[config.mk]
export PLATFORM = sky130hd
export DESIGN_NAME = hazard_ctrl
export DESIGN_NICKNAME = d
export VERILOG_FILES = /design/src/rtl/riscv_defs.sv /design/src/rtl/load_use_detect.sv /design/src/rtl/hazard_ctrl.sv
export SDC_FILE = /design/constraint.sdc
export NUM_CORES = 1
export LEC_CHECK = 0
export BUFFER_PORTS_ARGS = -buffer_cell sky130_fd_sc_hd__buf_2
export CAP_MARGIN = 15
export CORE_ASPECT_RATIO = 1.2
export CORE_UTILIZATION = 50
export CTS_BUF_LIST = sky130_fd_sc_hd__clkbuf_8
export CTS_CLUSTER_SIZE = 30
export DETAILED_ROUTE_END_ITERATION = 16
export PLACE_DENSITY = 0.83
export SETUP_SLACK_MARGIN = 0.4
export SLEW_MARGIN = 10
export SYNTH_ARGS = -nofsm -noshare
export SYNTH_HDL_FRONTEND = slang
export SYNTH_SLANG_ARGS = --single-unit
[constraint.sdc]
create_clock -name clk -period 2.6 [get_ports clk]
set_input_delay 0.13 -clock clk [delete_from_list [all_inputs] [get_ports clk]]
set_output_delay 0.13 -clock clk [all_outputs]
set_load 0.03 [all_outputs]
[src/rtl/riscv_defs.sv]
// rtl/riscv_defs.sv - shared RV32I opcode, register and hazard FSM definitions
//
// Purpose: constants shared by the hazard control slice.
// Contents: base opcodes, the x0 register index and the hazard FSM state encoding.
package riscv_defs;

  localparam logic [6:0] RTYPE = 7'b0110011;
  localparam logic [6:0] ITYPE = 7'b0010011;
  localparam logic [6:0] ILOAD = 7'b0000011;
  localparam logic [6:0] IJALR = 7'b1100111;
  localparam logic [6:0] BTYPE = 7'b1100011;
  localparam logic [6:0] STYPE = 7'b0100011;
  localparam logic [6:0] JTYPE = 7'b1101111;
  localparam logic [6:0] AUIPC = 7'b0010111;
  localparam logic [6:0] UTYPE = 7'b0110111;

  localparam logic [4:0] ZERO_REG = 5'd0;

  typedef enum logic [1:0] {
    HZ_RUN      = 2'b00,
    HZ_MEM_WAIT = 2'b01,
    HZ_TIMEOUT  = 2'b10
  } hz_state_t;

endpackage

[src/rtl/load_use_detect.sv]
// rtl/load_use_detect.sv - load-use hazard detection for the decode stage
//
// Purpose: flags a decode instruction that reads the register a load in EX writes.
// Ports:
//   id_opcode, id_rs1, id_rs2 : instruction in decode
//   ex_rd, ex_mem_read        : destination and load flag of the instruction in EX
//   load_use                  : decode must wait one cycle for the load data
module load_use_detect
  import riscv_defs::*;
(
  input  logic [6:0] id_opcode,
  input  logic [4:0] id_rs1,
  input  logic [4:0] id_rs2,
  input  logic [4:0] ex_rd,
  input  logic       ex_mem_read,
  output logic       load_use
);

  logic uses_rs1;
  logic uses_rs2;

  always_comb begin
    uses_rs1 = 1'b0;
    uses_rs2 = 1'b0;
    case (id_opcode)
      RTYPE, BTYPE, STYPE: begin
        uses_rs1 = 1'b1;
        uses_rs2 = 1'b1;
      end
      ITYPE, ILOAD, IJALR: uses_rs1 = 1'b1;
      default: ;
    endcase
  end

  // x0 is never a real dependency: writes to it are discarded.
  assign load_use = ex_mem_read && (ex_rd != ZERO_REG) &&
                    ((uses_rs1 && (ex_rd == id_rs1)) || (uses_rs2 && (ex_rd == id_rs2)));

endmodule

[src/rtl/hazard_ctrl.sv]
// rtl/hazard_ctrl.sv - stall/flush control for the 5-stage RV32I pipeline
//
// Purpose: load-use stalls, mispredict squashes, data-memory freeze with a
//          timeout watchdog, and stall/flush performance counters.
// Ports:
//   clk, rst (async, active low)
//   id_opcode, id_rs1, id_rs2, ex_rd, ex_mem_read : hazard sources
//   ex_mispredict, mem_req, dmem_ready           : redirect and memory handshake
//   pc_stall, if_id_stall, id_ex_stall, ex_mem_stall, id_flush, id_ex_flush
//   mem_timeout_err                              : sticky until reset
//   stall_cycles, flush_count                    : wrapping perf counters
module hazard_ctrl
  import riscv_defs::*;
#(
  parameter int CNT_W       = 32,
  parameter int MEM_TIMEOUT = 16,
  parameter int WAIT_W      = 5
) (
  input  logic             clk,
  input  logic             rst,
  input  logic [6:0]       id_opcode,
  input  logic [4:0]       id_rs1,
  input  logic [4:0]       id_rs2,
  input  logic [4:0]       ex_rd,
  input  logic             ex_mem_read,
  input  logic             ex_mispredict,
  input  logic             mem_req,
  input  logic             dmem_ready,
  output logic             pc_stall,
  output logic             if_id_stall,
  output logic             id_ex_stall,
  output logic             ex_mem_stall,
  output logic             id_flush,
  output logic             id_ex_flush,
  output logic             mem_timeout_err,
  output logic [CNT_W-1:0] stall_cycles,
  output logic [CNT_W-1:0] flush_count
);

  hz_state_t         state, next_state;
  logic [WAIT_W-1:0] wait_cnt, next_wait;
  logic              freeze;
  logic              load_use;

  load_use_detect u_load_use_detect (
    .id_opcode   (id_opcode),
    .id_rs1      (id_rs1),
    .id_rs2      (id_rs2),
    .ex_rd       (ex_rd),
    .ex_mem_read (ex_mem_read),
    .load_use    (load_use)
  );

  always_ff @(posedge clk or negedge rst) begin
    if (!rst) begin
      state        <= HZ_RUN;
      wait_cnt     <= '0;
      stall_cycles <= '0;
      flush_count  <= '0;
    end else begin
      state    <= next_state;
      wait_cnt <= next_wait;
      if (pc_stall) stall_cycles <= stall_cycles + CNT_W'(1);
      if (id_flush) flush_count  <= flush_count + CNT_W'(1);
    end
  end

  always_comb begin
    next_state   = state;
    next_wait    = wait_cnt;
    freeze       = 1'b0;
    pc_stall     = 1'b0;
    if_id_stall  = 1'b0;
    id_ex_stall  = 1'b0;
    ex_mem_stall = 1'b0;
    id_flush     = 1'b0;
    id_ex_flush  = 1'b0;

    case (state)
      HZ_RUN: begin
        freeze = mem_req && !dmem_ready;
        if (freeze) begin
          next_state = HZ_MEM_WAIT;
          next_wait  = WAIT_W'(1);
        end
      end
      HZ_MEM_WAIT: begin
        freeze = !dmem_ready;
        if (dmem_ready) begin
          next_state = HZ_RUN;
          next_wait  = '0;
        end else begin
          // wait_cnt counts not-ready cycles including the entry cycle, so
          // reaching MEM_TIMEOUT means MEM_TIMEOUT consecutive misses.
          next_wait = wait_cnt + WAIT_W'(1);
          if (next_wait == WAIT_W'(MEM_TIMEOUT)) next_state = HZ_TIMEOUT;
        end
      end
      HZ_TIMEOUT: freeze = 1'b1;
      default: begin
        next_state = HZ_RUN;
        next_wait  = '0;
      end
    endcase

    // Outputs are Mealy on live inputs, so they must be masked while in reset.
    if (!rst) begin
      freeze = 1'b0;
    end else if (freeze) begin
      pc_stall     = 1'b1;
      if_id_stall  = 1'b1;
      id_ex_stall  = 1'b1;
      ex_mem_stall = 1'b1;
    end else if (ex_mispredict) begin
      // The dependent instruction is squashed, so a load-use stall is moot.
      id_flush    = 1'b1;
      id_ex_flush = 1'b1;
    end else if (load_use) begin
      pc_stall    = 1'b1;
      if_id_stall = 1'b1;
      id_ex_flush = 1'b1;
    end
  end

  assign mem_timeout_err = (state == HZ_TIMEOUT);

endmodule

==> results of run 1 <==
==> stage by stage <==
step                util, %  cell area [um2]  power, mW
global placement       60.4             4140       1.80
CTS                    63.7             4370       2.76
global route           64.4             4410       2.86
finish                 64.4             4410       2.74
detailed placement     60.4             4140       1.82
floorplan                 -             3540       1.62
==> cells in the mapped netlist (2+ instances only) <==
cell	count
nor3_1	9
and4b_1	2
xor2_1	41
xnor2_1	34
mux2_2	2
nand2b_1	7
nor2_1	22
inv_1	6
nor3b_1	3
nand3_1	18
o21ai_0	3
nor4_1	2
nor4b_1	2
nand2_1	32
dfrtp_1	71
buf_4	3
nand4_1	15
ha_1	4
and4_1	8
a21oi_1	4
buf_2	2
a22o_1	2
and2_1	5
and3_1	8
==> registers in the layout, summed over array words and instances (netlist names) <==
register / flops
state: 2
flush_count: 32
wait_cnt: 5
stall_cycles: 32
==> metal layers <==
layer / track usage [%] / routed length (um) / vias to the layer above
met2: 37.0 / 3920 / 84
met1: 28.6 / 3350 / 1382
met5: 0 / 0 / -
li1: - / - / 1366
met4: 7.12 / 97 / 0
met3: 5.24 / 390 / 8
==> worst max-delay path, cell delays in order (launching register included) <==
cell      delay, ns
dfrtp_2        0.46
or2_4          0.29
nand2_1        0.16
nand2b_4       0.09
a22o_4         0.28
buf_4          0.19
buf_2          0.19
==> kinds of logic after synthesis <==
family,Yosys count
AO/OA/AOI/OAI,17
XOR/XNOR,75
adder cells (fa/ha/maj),4
buffers and inverters,11
flip-flops,71
multiplexers,3
AND/OR/NAND/NOR,145
==> power by group through the flow <==
stage / Sequential (mW) / Clock (mW) / Combinational, mW
after floorplan: 1.45 / 0 / 0.175
after global placement: 1.32 / 0 / 0.475
after detailed placement: 1.33 / 0 / 0.486
after CTS: 1.31 / 0.957 / 0.491
after global routing: 1.33 / 1.00 / 0.536
final: 1.31 / 0.937 / 0.494
==> final cells by class <==
class / instances / area, um2 / share of cell area, %
Clock buffer: 9 / 124 / 2.81
Tap cell: 87 / 109 / 2.47
Multi-Input combinational cell: 245 / 1750 / 39.6
Inverter: 6 / 22.5 / 0.510
Timing Repair Buffer: 105 / 546 / 12.4
Sequential cell: 71 / 1780 / 40.3
Clock inverter: 6 / 86.3 / 1.96
==> cell usage in the layout (no fill, tap or decap), drive strengths merged, types with 2 or more instances in the layout <==
cell    netlist  final
nor3b         3      3
ha            4      4
nor2         22     22
buf           5    104
and4          9      9
and3          8      8
a211oi        1      2
nor4          4      4
mux2          2      2
nor3         10     10
nor4b         2      2
clkinv        0      3
inv           6      6
and4b         2      2
nand3        19     19
a21oi         4      4
nand4        16     16
xor2         41     41
nand2b        7      7
bufinv        0      2
a22o          2      2
and2          5      5
xnor2        34     34
dfrtp        71     71
clkbuf        0      9
nand2        32     32
o21ai         3      3
==> path summary, 6_finish.rpt <==
| kind | startpoint | to | depth (start not counted) |
|---|---|---|---|
| max | state[0] | if_id_stall | 6 |
| min | mem_req | wait_cnt[4] | 4 |
| max reg2reg | state[0] | flush_count[30] | 6 |
| min reg2reg | flush_count[31] | flush_count[31] | 1 |
| max in group asynchronous | rst | state[0] | 3 |
| min in group asynchronous | rst | stall_cycles[1] | 2 |
==> what timing repair did <==
| action | in CTS | in global routing |
|---|---|---|
| resized for setup | 2 | 4 |
| pin swaps | 1 | 1 |
| endpoints found under the hold margin | 3 | 0 |
| buffers inserted | 0 | 2 |
| cloned | 0 | 1 |
| setup endpoints to repair | 2 | 15 |
| hold buffers | 1 | 0 |
==> metrics.csv, run 1 <==
metric,value,unit
antenna_found_initial,0,
core_area,6850,um2
yosys.area.top_type_share,50.2,%
crit_required,2.47,ns
synth.area.mux_share,0.919,%
dp_cells,510,
cts-root-buf,clkbuf_8,
slew_headroom,43.5,%
antenna_left,0,
place_ws,0.484,ns
ios,99,
numCtsBuffers,9,
finalWirelength,7.75,mm
dieArea,7420,um2
synth_area_leaders,"dfrtp_1 50%, xor2_1 10%, xnor2_1 8.4%, nand2_1 3.4%, nand4_1 2.7%",
yosysTopAreaCell,dfrtp_1,
yosys_most_used_dff,dfrtp_1,
fill_cells,599,
synthSimpleGateAreaFrac,23.5,%
synth-seq-area-share,50.2,%
synth_area,3540,um2
syn_area_per_cell,10.9,um2
status,finished clean,
startpoint_type,flip-flop,
skew,0.0151,ns
final.setup.tns,0,ns
h-tree-depth,3,
dp_hpwl,5.51,mm
path_clk_slew,0.07,ns
worst_pin_slew,0.847,ns
grt_overflow,0,
worstSetupEndpointType,primary output,
synthesis.nets,358,
grt_first_pass_wirelength,12.7,mm
drt_iter0_drc,125,
synth_edf_count,0,
path_class,flip-flop to primary output,
die_y,94.2,um
cts_tree,built,
vias,2840,
netlist_instances,326,
insertedDiodeCount,0,
start_util,51.7,%
drc,0,
dr.pass1.iters,4,
wl_per_cell,14.7,um
sequentialPowerShare,47.8,%
grt_max_degree,69,
async_reset_ff_share,100,%
hold_viol_final,0,
final_nets,470,
cellPowerDensity,621,nW/um2
cap_violations,0,
grtUsageTotal,22.3,%
grt_pass1_vias,2761,
p_int,1.89,mW
fin_ws,0.470,ns
p_comb_share,18.0,%
port_buffers,98,
finalMaxSlewViolations,0,
area_growth,24.6,%
finalCriticalPeriod,2.13,ns
final_cells,529,
p_leak,2.29,nW
insertion_delay,0.34,ns
critPathMaxFanout,15,
critPathArrivalTime,2.00,ns
p_switching,0.851,mW
final.period_utilization,81.9,%
synth_seq_cells,71,
die_w,78.8,um
clockPowerShare,34.2,%
min_path_type,input port to flip-flop,
whs,0.199,ns
synthXorXnorAreaFrac,18.6,%
synth_compound_area_share,3.92,%
netSwitchingFraction,31.0,%
clock-sinks,71,
yosysUniqueCellTypes,45,
clockBufferDepth,2,
drive_gt1_share,30.8,%
synth_top_family_by_area,simple AND/OR/NAND/NOR gates,
rows,33,
viasPerCell,5.37,
synth-adder-area-share,1.41,%
yosysWarnings,0,
routabilityCongestion,0.808,
max_freq,470,MHz
r2r_slack,0.57,ns
setup_viol,0,
rsz0062_at_grt,false,
ir_worst_vdd,0.000423,V
Note: power is estimated with default switching activity, not from simulation.
==> run 2: changes to the inputs <==
CORE_UTILIZATION = 49   (was 50)
PLACE_DENSITY = 0.85   (was 0.83)
clock period = 1.89 ns   (was 2.6 ns; I/O delays follow)
==> run 2 against run 1 <==
First-iteration DRC count increased by 140%. The flow now finishes with violations (setup timing). Power grew 47%. Clock skew shrank 0.0030 ns. Non-clock buffer count is 69 higher. Largest power group unchanged. Global-route usage increased by 5.1 points. Critical path type is now flip-flop to flip-flop. Sequential cell count unchanged. Via count is 20% higher. Worst setup slack worse by 0.60 ns. Worst hold slack lost 0.098 ns. Combinational power increased by 110%. Largest cell class is now multi-input combinational cells. Count of clock-buffer cells in the layout grew 1.
==> metrics.csv, run 2 (synthesis results as in run 1) <==
metric,value,unit,change
crit_required,2.15,ns,-0.32 ns
clockPowerShare,30.8,%,-3.4 points
final_core_util,79.3,%,+15 points
p_leak,2.86,nW,+25%
antenna_found_initial,0,,unchanged
cts-root-buf,clkbuf_8,,
r2r_slack,-0.13,ns,-0.70 ns
clock-sinks,71,,unchanged
cellPowerDensity,739,nW/um2,+19%
p_total,4.04,mW,+47%
insertion_delay,0.36,ns,+0.02 ns
finalMaxSlewViolations,0,,unchanged
insertedDiodeCount,0,,unchanged
clockBufferDepth,2,,unchanged
setup_viol,36,,+36
h-tree-depth,3,,unchanged
grt_first_pass_wirelength,15.6,mm,+23%
skew,0.0121,ns,-0.00303 ns
violations,setup timing,,
slew_headroom,42.4,%,-1.1 points
wl_per_cell,19.1,um,+31%
netSwitchingFraction,33.4,%,+2.3 points
grtUsageTotal,27.4,%,+5.1 points
dieArea,7570,um2,+2.0%
fill_cells,382,,-36%
routabilityCongestion,0.845,,+4.6%
cts_tree,built,,
port_buffers,98,,unchanged
rr_endpoint,stall_cycles[30],,
multi_input_area,2130,um2,+22%
finalCriticalPeriod,2.02,ns,
drt_iter0_drc,298,,+140%
finalWirelength,11.4,mm,+48%
min_path_type,input port to async pin,,
fin_ws,-0.126,ns,-0.597 ns
vias,3409,,+20%
core_area,6900,um2,+0.60%
whs,0.101,ns,-0.0984 ns
ios,99,,unchanged
p_switching,1.35,mW,+58%
worst_pin_slew,0.864,ns,+0.0169 ns
cap_violations,0,,unchanged
final_nets,538,,+14%
p_comb_share,25.3,%,+7.3 points
area_growth,54.5,%,
top_regs,"flush_count (32), stall_cycles (32), wait_cnt (5)",,
antenna_left,0,,unchanged
rsz0062_at_grt,true,,
reg2reg_from,state[0],,
p_int,2.69,mW,+42%
start_util,51.4,%,-0.31 points
status,"complete, but fails checks",,
die_w,79.6,um,+0.99%
viasPerCell,5.70,,+6.2%
rr_worst_depth,10,,+4
final.period_utilization,107,%,
hold_viol_final,0,,unchanged
startpoint_type,flip-flop,,
mostFrequentLayoutCells,"92 x buf_2, 57 x dfrtp_1, 53 x buf_4",,
sequentialPowerShare,43.9,%,-3.9 points
worstSetupEndpointType,flip-flop,,
max_freq,496,MHz,
dp_hpwl,6.41,mm,+16%
grt_max_degree,70,,+1.4%
drive_gt1_share,53.8,%,+23 points
critPathArrivalTime,2.28,ns,+0.28 ns
path_class,flip-flop to flip-flop,,
path_clk_slew,0.08,ns,about the same
drc,0,,unchanged
regArea,1790,um2,+0.91%
dr.pass1.iters,4,,unchanged
layout_commonest_cell,buf_2,,
critPathMaxFanout,4,,-11
ir_worst_vdd,0.000551,V,+30%
numCtsBuffers,9,,unchanged
rows,33,,unchanged
grt_overflow,0,,unchanged
die_y,95.1,um,+0.99%
grt_pass1_vias,3286,,+19%
## run 2: cell types whose count changed in the layout (fill, tap and decap cells not counted), moves of 6 or more
cell     previous run  this run
nor2_1             21        15
buf_2              98        92
xnor2_1            34        25
nand3_1            18        12
buf_6               0        24
buf_4               6        53
dfrtp_2             1        14
dfrtp_1            70        57
xnor2_2             0         9
nor3_1              9         1
nand2_1            32        25
## run 2: per-stage QoR
step                      std cells  setup WS (ns)  instance area, um2  TNS, ns
after floorplan                 326         -0.271                3590    -5.15
after CTS                       572        -0.0358                4990   -0.270
final                           598         -0.126                5470    -1.84
after global placement          535        -0.0236                4390   -0.101
after global routing            598         -0.160                5470    -3.19
after detailed placement        535         -0.122                4390   -0.818
## run 2: per-layer routing
metal  global-route usage, %  vias to the layer above  part of all wire (%)
li1                        -                     1501                     -
met1                    29.6                     1696                    37
met2                    49.4                      175                    53
met3                    8.04                       37                   6.0
met4                    11.7                        0                   3.6
met5                       0                        -                     0
## run 2: power groups by stage
stage               registers, mW  logic [mW]  clock network [mW]
floorplan                    2.00       0.244                   0
global placement             1.78       0.767                   0
detailed placement           1.79       0.791                   0
CTS                          1.77       0.857                1.23
global route                 1.78        1.07                1.32
finish                       1.77        1.02                1.25
## run 2: area by class of cell
| type | count | share of cell area, % |
|---|---|---|
| Clock buffer | 10 | 2.52 |
| Clock inverter | 6 | 1.14 |
| Tap cell | 87 | 1.99 |
| Timing Repair Buffer | 174 | 22.2 |
| Inverter | 6 | 0.412 |
| Multi-Input combinational cell | 244 | 38.9 |
| Sequential cell | 71 | 32.8 |
## run 2: how the worst max path moves through the flow
stage / startpoint / endpoint / slack (ns) / cells past startpoint
6_report: state[0] / stall_cycles[30] / -0.13 / 10
5_1_grt: state[0] / stall_cycles[4] / -0.16 / 10
4_1_cts: state[0] / flush_count[16] / -0.04 / 7
3_5_place_dp: ex_rd[1] / stall_cycles[28] / -0.12 / 7
3_3_place_gp: ex_rd[0] / stall_cycles[16] / -0.02 / 8
2_1_floorplan: state[0] / flush_count[22] / -0.27 / 6
## run 2: worst max-delay path, stage by stage (launching register included)
cell	delay (ns)
dfrtp_1	0.41
or2_4	0.26
buf_4	0.15
nand2_4	0.07
nand2b_4	0.07
buf_6	0.13
a32oi_4	0.32
buf_6	0.15
buf_6	0.10
nor3_2	0.05
xor2_1	0.21
## run 2: repair_timing
| item | in CTS | in global routing |
|---|---|---|
| hold buffers | 1 | 0 |
| cloned | 0 | 1 |
| hold endpoints to repair | 3 | 0 |
| pin swaps | 23 | 29 |
| setup endpoints to repair | 68 | 69 |
| buffers inserted | 20 | 25 |
| gates resized for setup | 52 | 64 |
==> run 3: changes to the inputs <==
ABC_AREA = 1   (was not set)
CORE_UTILIZATION = 50   (was 49)
PLACE_DENSITY = 0.83   (was 0.85)
==> run 3 against run 2 <==
Clock power barely moved. Final area up 19%. Worst hold slack worse by 0.081 ns. Register-to-register slack improved by 0.35 ns. Clock skew decreased by 0.0017 ns. The flow now finishes without violations. Core utilization shrank 8.6 points. Combinational power is 35% lower. Die area grew 32%. Critical endpoint is now id_ex_flush. Critical path type is now flip-flop to primary output. Non-clock buffer count shrank 26. Critical path depth shrank 3.
==> metrics.csv, run 3 <==
metric,value,unit,change
status,finished clean,,
path_class,flip-flop to primary output,,
p_leak,3.38,nW,+18%
cap_violations,0,,unchanged
h-tree-depth,3,,unchanged
critical_path_depth,7,,-3
p_total,3.62,mW,-10%
r2r_slack,0.22,ns,+0.35 ns
multi_input_area,3020,um2,+42%
yosys.area.top_type_share,37.0,%,-13 points
rr_worst_depth,8,,-2
critPathTopFamily,simple AND/OR/NAND/NOR gates,,
die_w,91.5,um,+15%
dr.pass1.iters,7,,+3
insertion_delay,0.37,ns,about the same
regArea,1820,um2,+1.7%
crit_chain,"nor2_1, nand2_1, o21ai_4, nand3_4, buf_12, nand2_4, buf_6",,
dp_cells,911,,+70%
min_path_type,input port to async pin,,
setup.worst_path.start,state[1],,
grt_pass1_vias,4634,,+41%
drt_iter0_drc,420,,+41%
viasPerCell,5.41,,-5.1%
yosysTopAreaCell,dfrtp_1,,
insertedDiodeCount,0,,unchanged
core_area,9180,um2,+33%
area_growth,35.1,%,
use_met1,31.7,%,+2.0 points
die_y,109,um,+15%
skew,0.0104,ns,-0.00168 ns
max_freq,571,MHz,+15%
dieArea,10000,um2,+32%
design_area,6490,um2,+19%
synth_area,4800,um2,+36%
path_clk_slew,0.08,ns,about the same
synth_edf_count,0,,unchanged
critPathMaxFanout,4,,unchanged
yosysUniqueCellTypes,29,,-36%
grtUsageMet3,5.67,%,-2.4 points
drc,0,,unchanged
placed_cell_area,5440,um2,+24%
dp_hpwl,9.06,mm,+41%
finalWirelength,14.6,mm,+27%
yosys-top-cells-count,"280 x nand2_1, 81 x nor2_1, 71 x dfrtp_1, 68 x inv_1, 43 x nand3_1",,
cts_tree,built,,
final.setup.tns,0,ns,+1.84 ns
hold_viol_final,0,,unchanged
yosys_most_used_dff,dfrtp_1,,
vias,5272,,+55%
drive_gt1_share,34.0,%,-20 points
port_buffers,98,,unchanged
top_regs,"flush_count (32), stall_cycles (32), wait_cnt (5)",,
slowest_stage,dfrtp_1,,
wl_per_cell,15.0,um,-22%
numCtsBuffers,9,,unchanged
yosysMostFrequentCell,nand2_1,,
syn_area_per_cell,6.82,um2,-37%
routabilityCongestion,0.939,,+11%
synthesis.nets,737,,+110%
synth_seq_cells,71,,unchanged
synth-seq-area-share,37.0,%,-13 points
grt_overflow,0,,unchanged
grtUsageTotal,27.0,%,-0.35 points
antenna_found_initial,0,,unchanged
clock-sinks,71,,unchanged
slew_headroom,40.4,%,-2.0 points
rr_endpoint,flush_count[5],,
cellPowerDensity,558,nW/um2,-25%
ios,99,,unchanged
grt_max_degree,72,,+2.9%
reg2reg_from,state[1],,
final_cells,974,,+63%
setup_viol,0,,-100%
final.period_utilization,92.7,%,-14 points
cts-root-buf,clkbuf_8,,
start_util,52.4,%,+1.0 points
rsz0062_at_grt,true,,
ir_worst_vdd,0.000382,V,-31%
critPathArrivalTime,1.66,ns,-0.62 ns
final_nets,881,,+64%
antenna_left,0,,unchanged
finalCriticalPeriod,1.75,ns,-0.265 ns
async_reset_ff_share,100,%,unchanged
rows,38,,+15%
fill_cells,689,,+80%
path_buf_inv,2,,-2
grt_first_pass_wirelength,21.2,mm,+36%
netlist_instances,705,,+120%
busiest_layer,met2,,
crit_end,id_ex_flush,,
mostFrequentLayoutCells,"261 x nand2_1, 90 x buf_2, 66 x inv_1",,
clockBufferDepth,2,,unchanged
yosysWarnings,0,,unchanged
synth_area_leaders,"dfrtp_1 37%, nand2_1 22%, xor2_1 6.7%, nor2_1 6.3%, inv_1 5.3%",,
layout_commonest_cell,nand2_1,,
finalMaxSlewViolations,0,,unchanged
cpPeakStageDelay,0.43,ns,+0.02 ns
worstSetupEndpointType,primary output,,
whs,0.0204,ns,-0.0806 ns
crit_required,1.80,ns,-0.35 ns
worst_pin_slew,0.893,ns,+0.0297 ns
startpoint_type,flip-flop,,
use_met2,47.0,%,-2.3 points
-- run 3: cell count changes after synthesis, sizes merged, moves of 8 or more --
cell	change
nand3	+28
o21ai	+9
and4	-9
nand2	+250
inv	+68
nor3	+18
buf	+10
nor2	+65
xnor2	-13
and3	-8
-- run 3: per-stage QoR --
stage	utilization (%)	worst slack, ns
finish	70.7	0.139
global route	70.7	0.0706
CTS	64.6	0.186
detailed placement	59.3	0.197
global placement	59.3	0.271
floorplan	-	0.394
-- run 3: final cells by class --
class,count,share of cell area [%]
inverters,74,4.51
clock inverters,6,0.925
multi-input cells,545,46.6
well taps,120,2.31
repair buffers,148,15.4
flip-flops and latches,71,28.1
clock buffers,10,2.12
-- run 3: metal layers --
metal  vias to the layer above  wire (um)  share of wire [%]
li1                       2472          -                  -
met1                      2419       5500                 38
met2                       307       7130                 49
met3                        74       1200                8.2
met4                         0        742                5.1
met5                         -          0                  0
-- run 3: worst min-delay path by stage --
stage	endpoint	depth (start not counted)	startpoint
after global placement	stall_cycles[16]	2	rst
after floorplan	flush_count[0]	0	rst
after global routing	stall_cycles[0]	2	rst
final	stall_cycles[24]	2	rst
after CTS	stall_cycles[24]	2	rst
after detailed placement	stall_cycles[16]	2	rst
-- run 3: what timing repair did --
item	CTS	global route
pin swaps	5	21
endpoints found under the hold margin	0	0
hold buffers	0	0
gates resized for setup	38	93
gates cloned	2	2
endpoints found under the setup margin	38	70
buffers inserted	13	30
-- run 3: logic make-up after synthesis --
kind of cell / after synthesis / share of synthesized area (%)
buffers and inverters: 91 / 8.12
DFF: 71 / 37.0
xor gates and xnor gates: 58 / 10.6
AOI/OAI and AO/OA: 20 / 2.66
and+or+nand+nor: 461 / 40.6
adders and majority gates: 4 / 1.04
-- run 3: power breakdown --
group	switching [mW]	leakage (nW)	internal, mW
clock	0.619	0.0981	0.638
sequential	0.116	0.902	1.58
combinational	0.415	2.38	0.249
-- run 3: worst register-to-register path, cell delays in order, from the launching register on --
cell	delay (ns)
dfrtp_1	0.43
nor2_1	0.11
nand2_1	0.11
o21ai_4	0.12
nand3_4	0.16
buf_4	0.19
buf_4	0.18
nor3_2	0.13
xor2_1	0.15
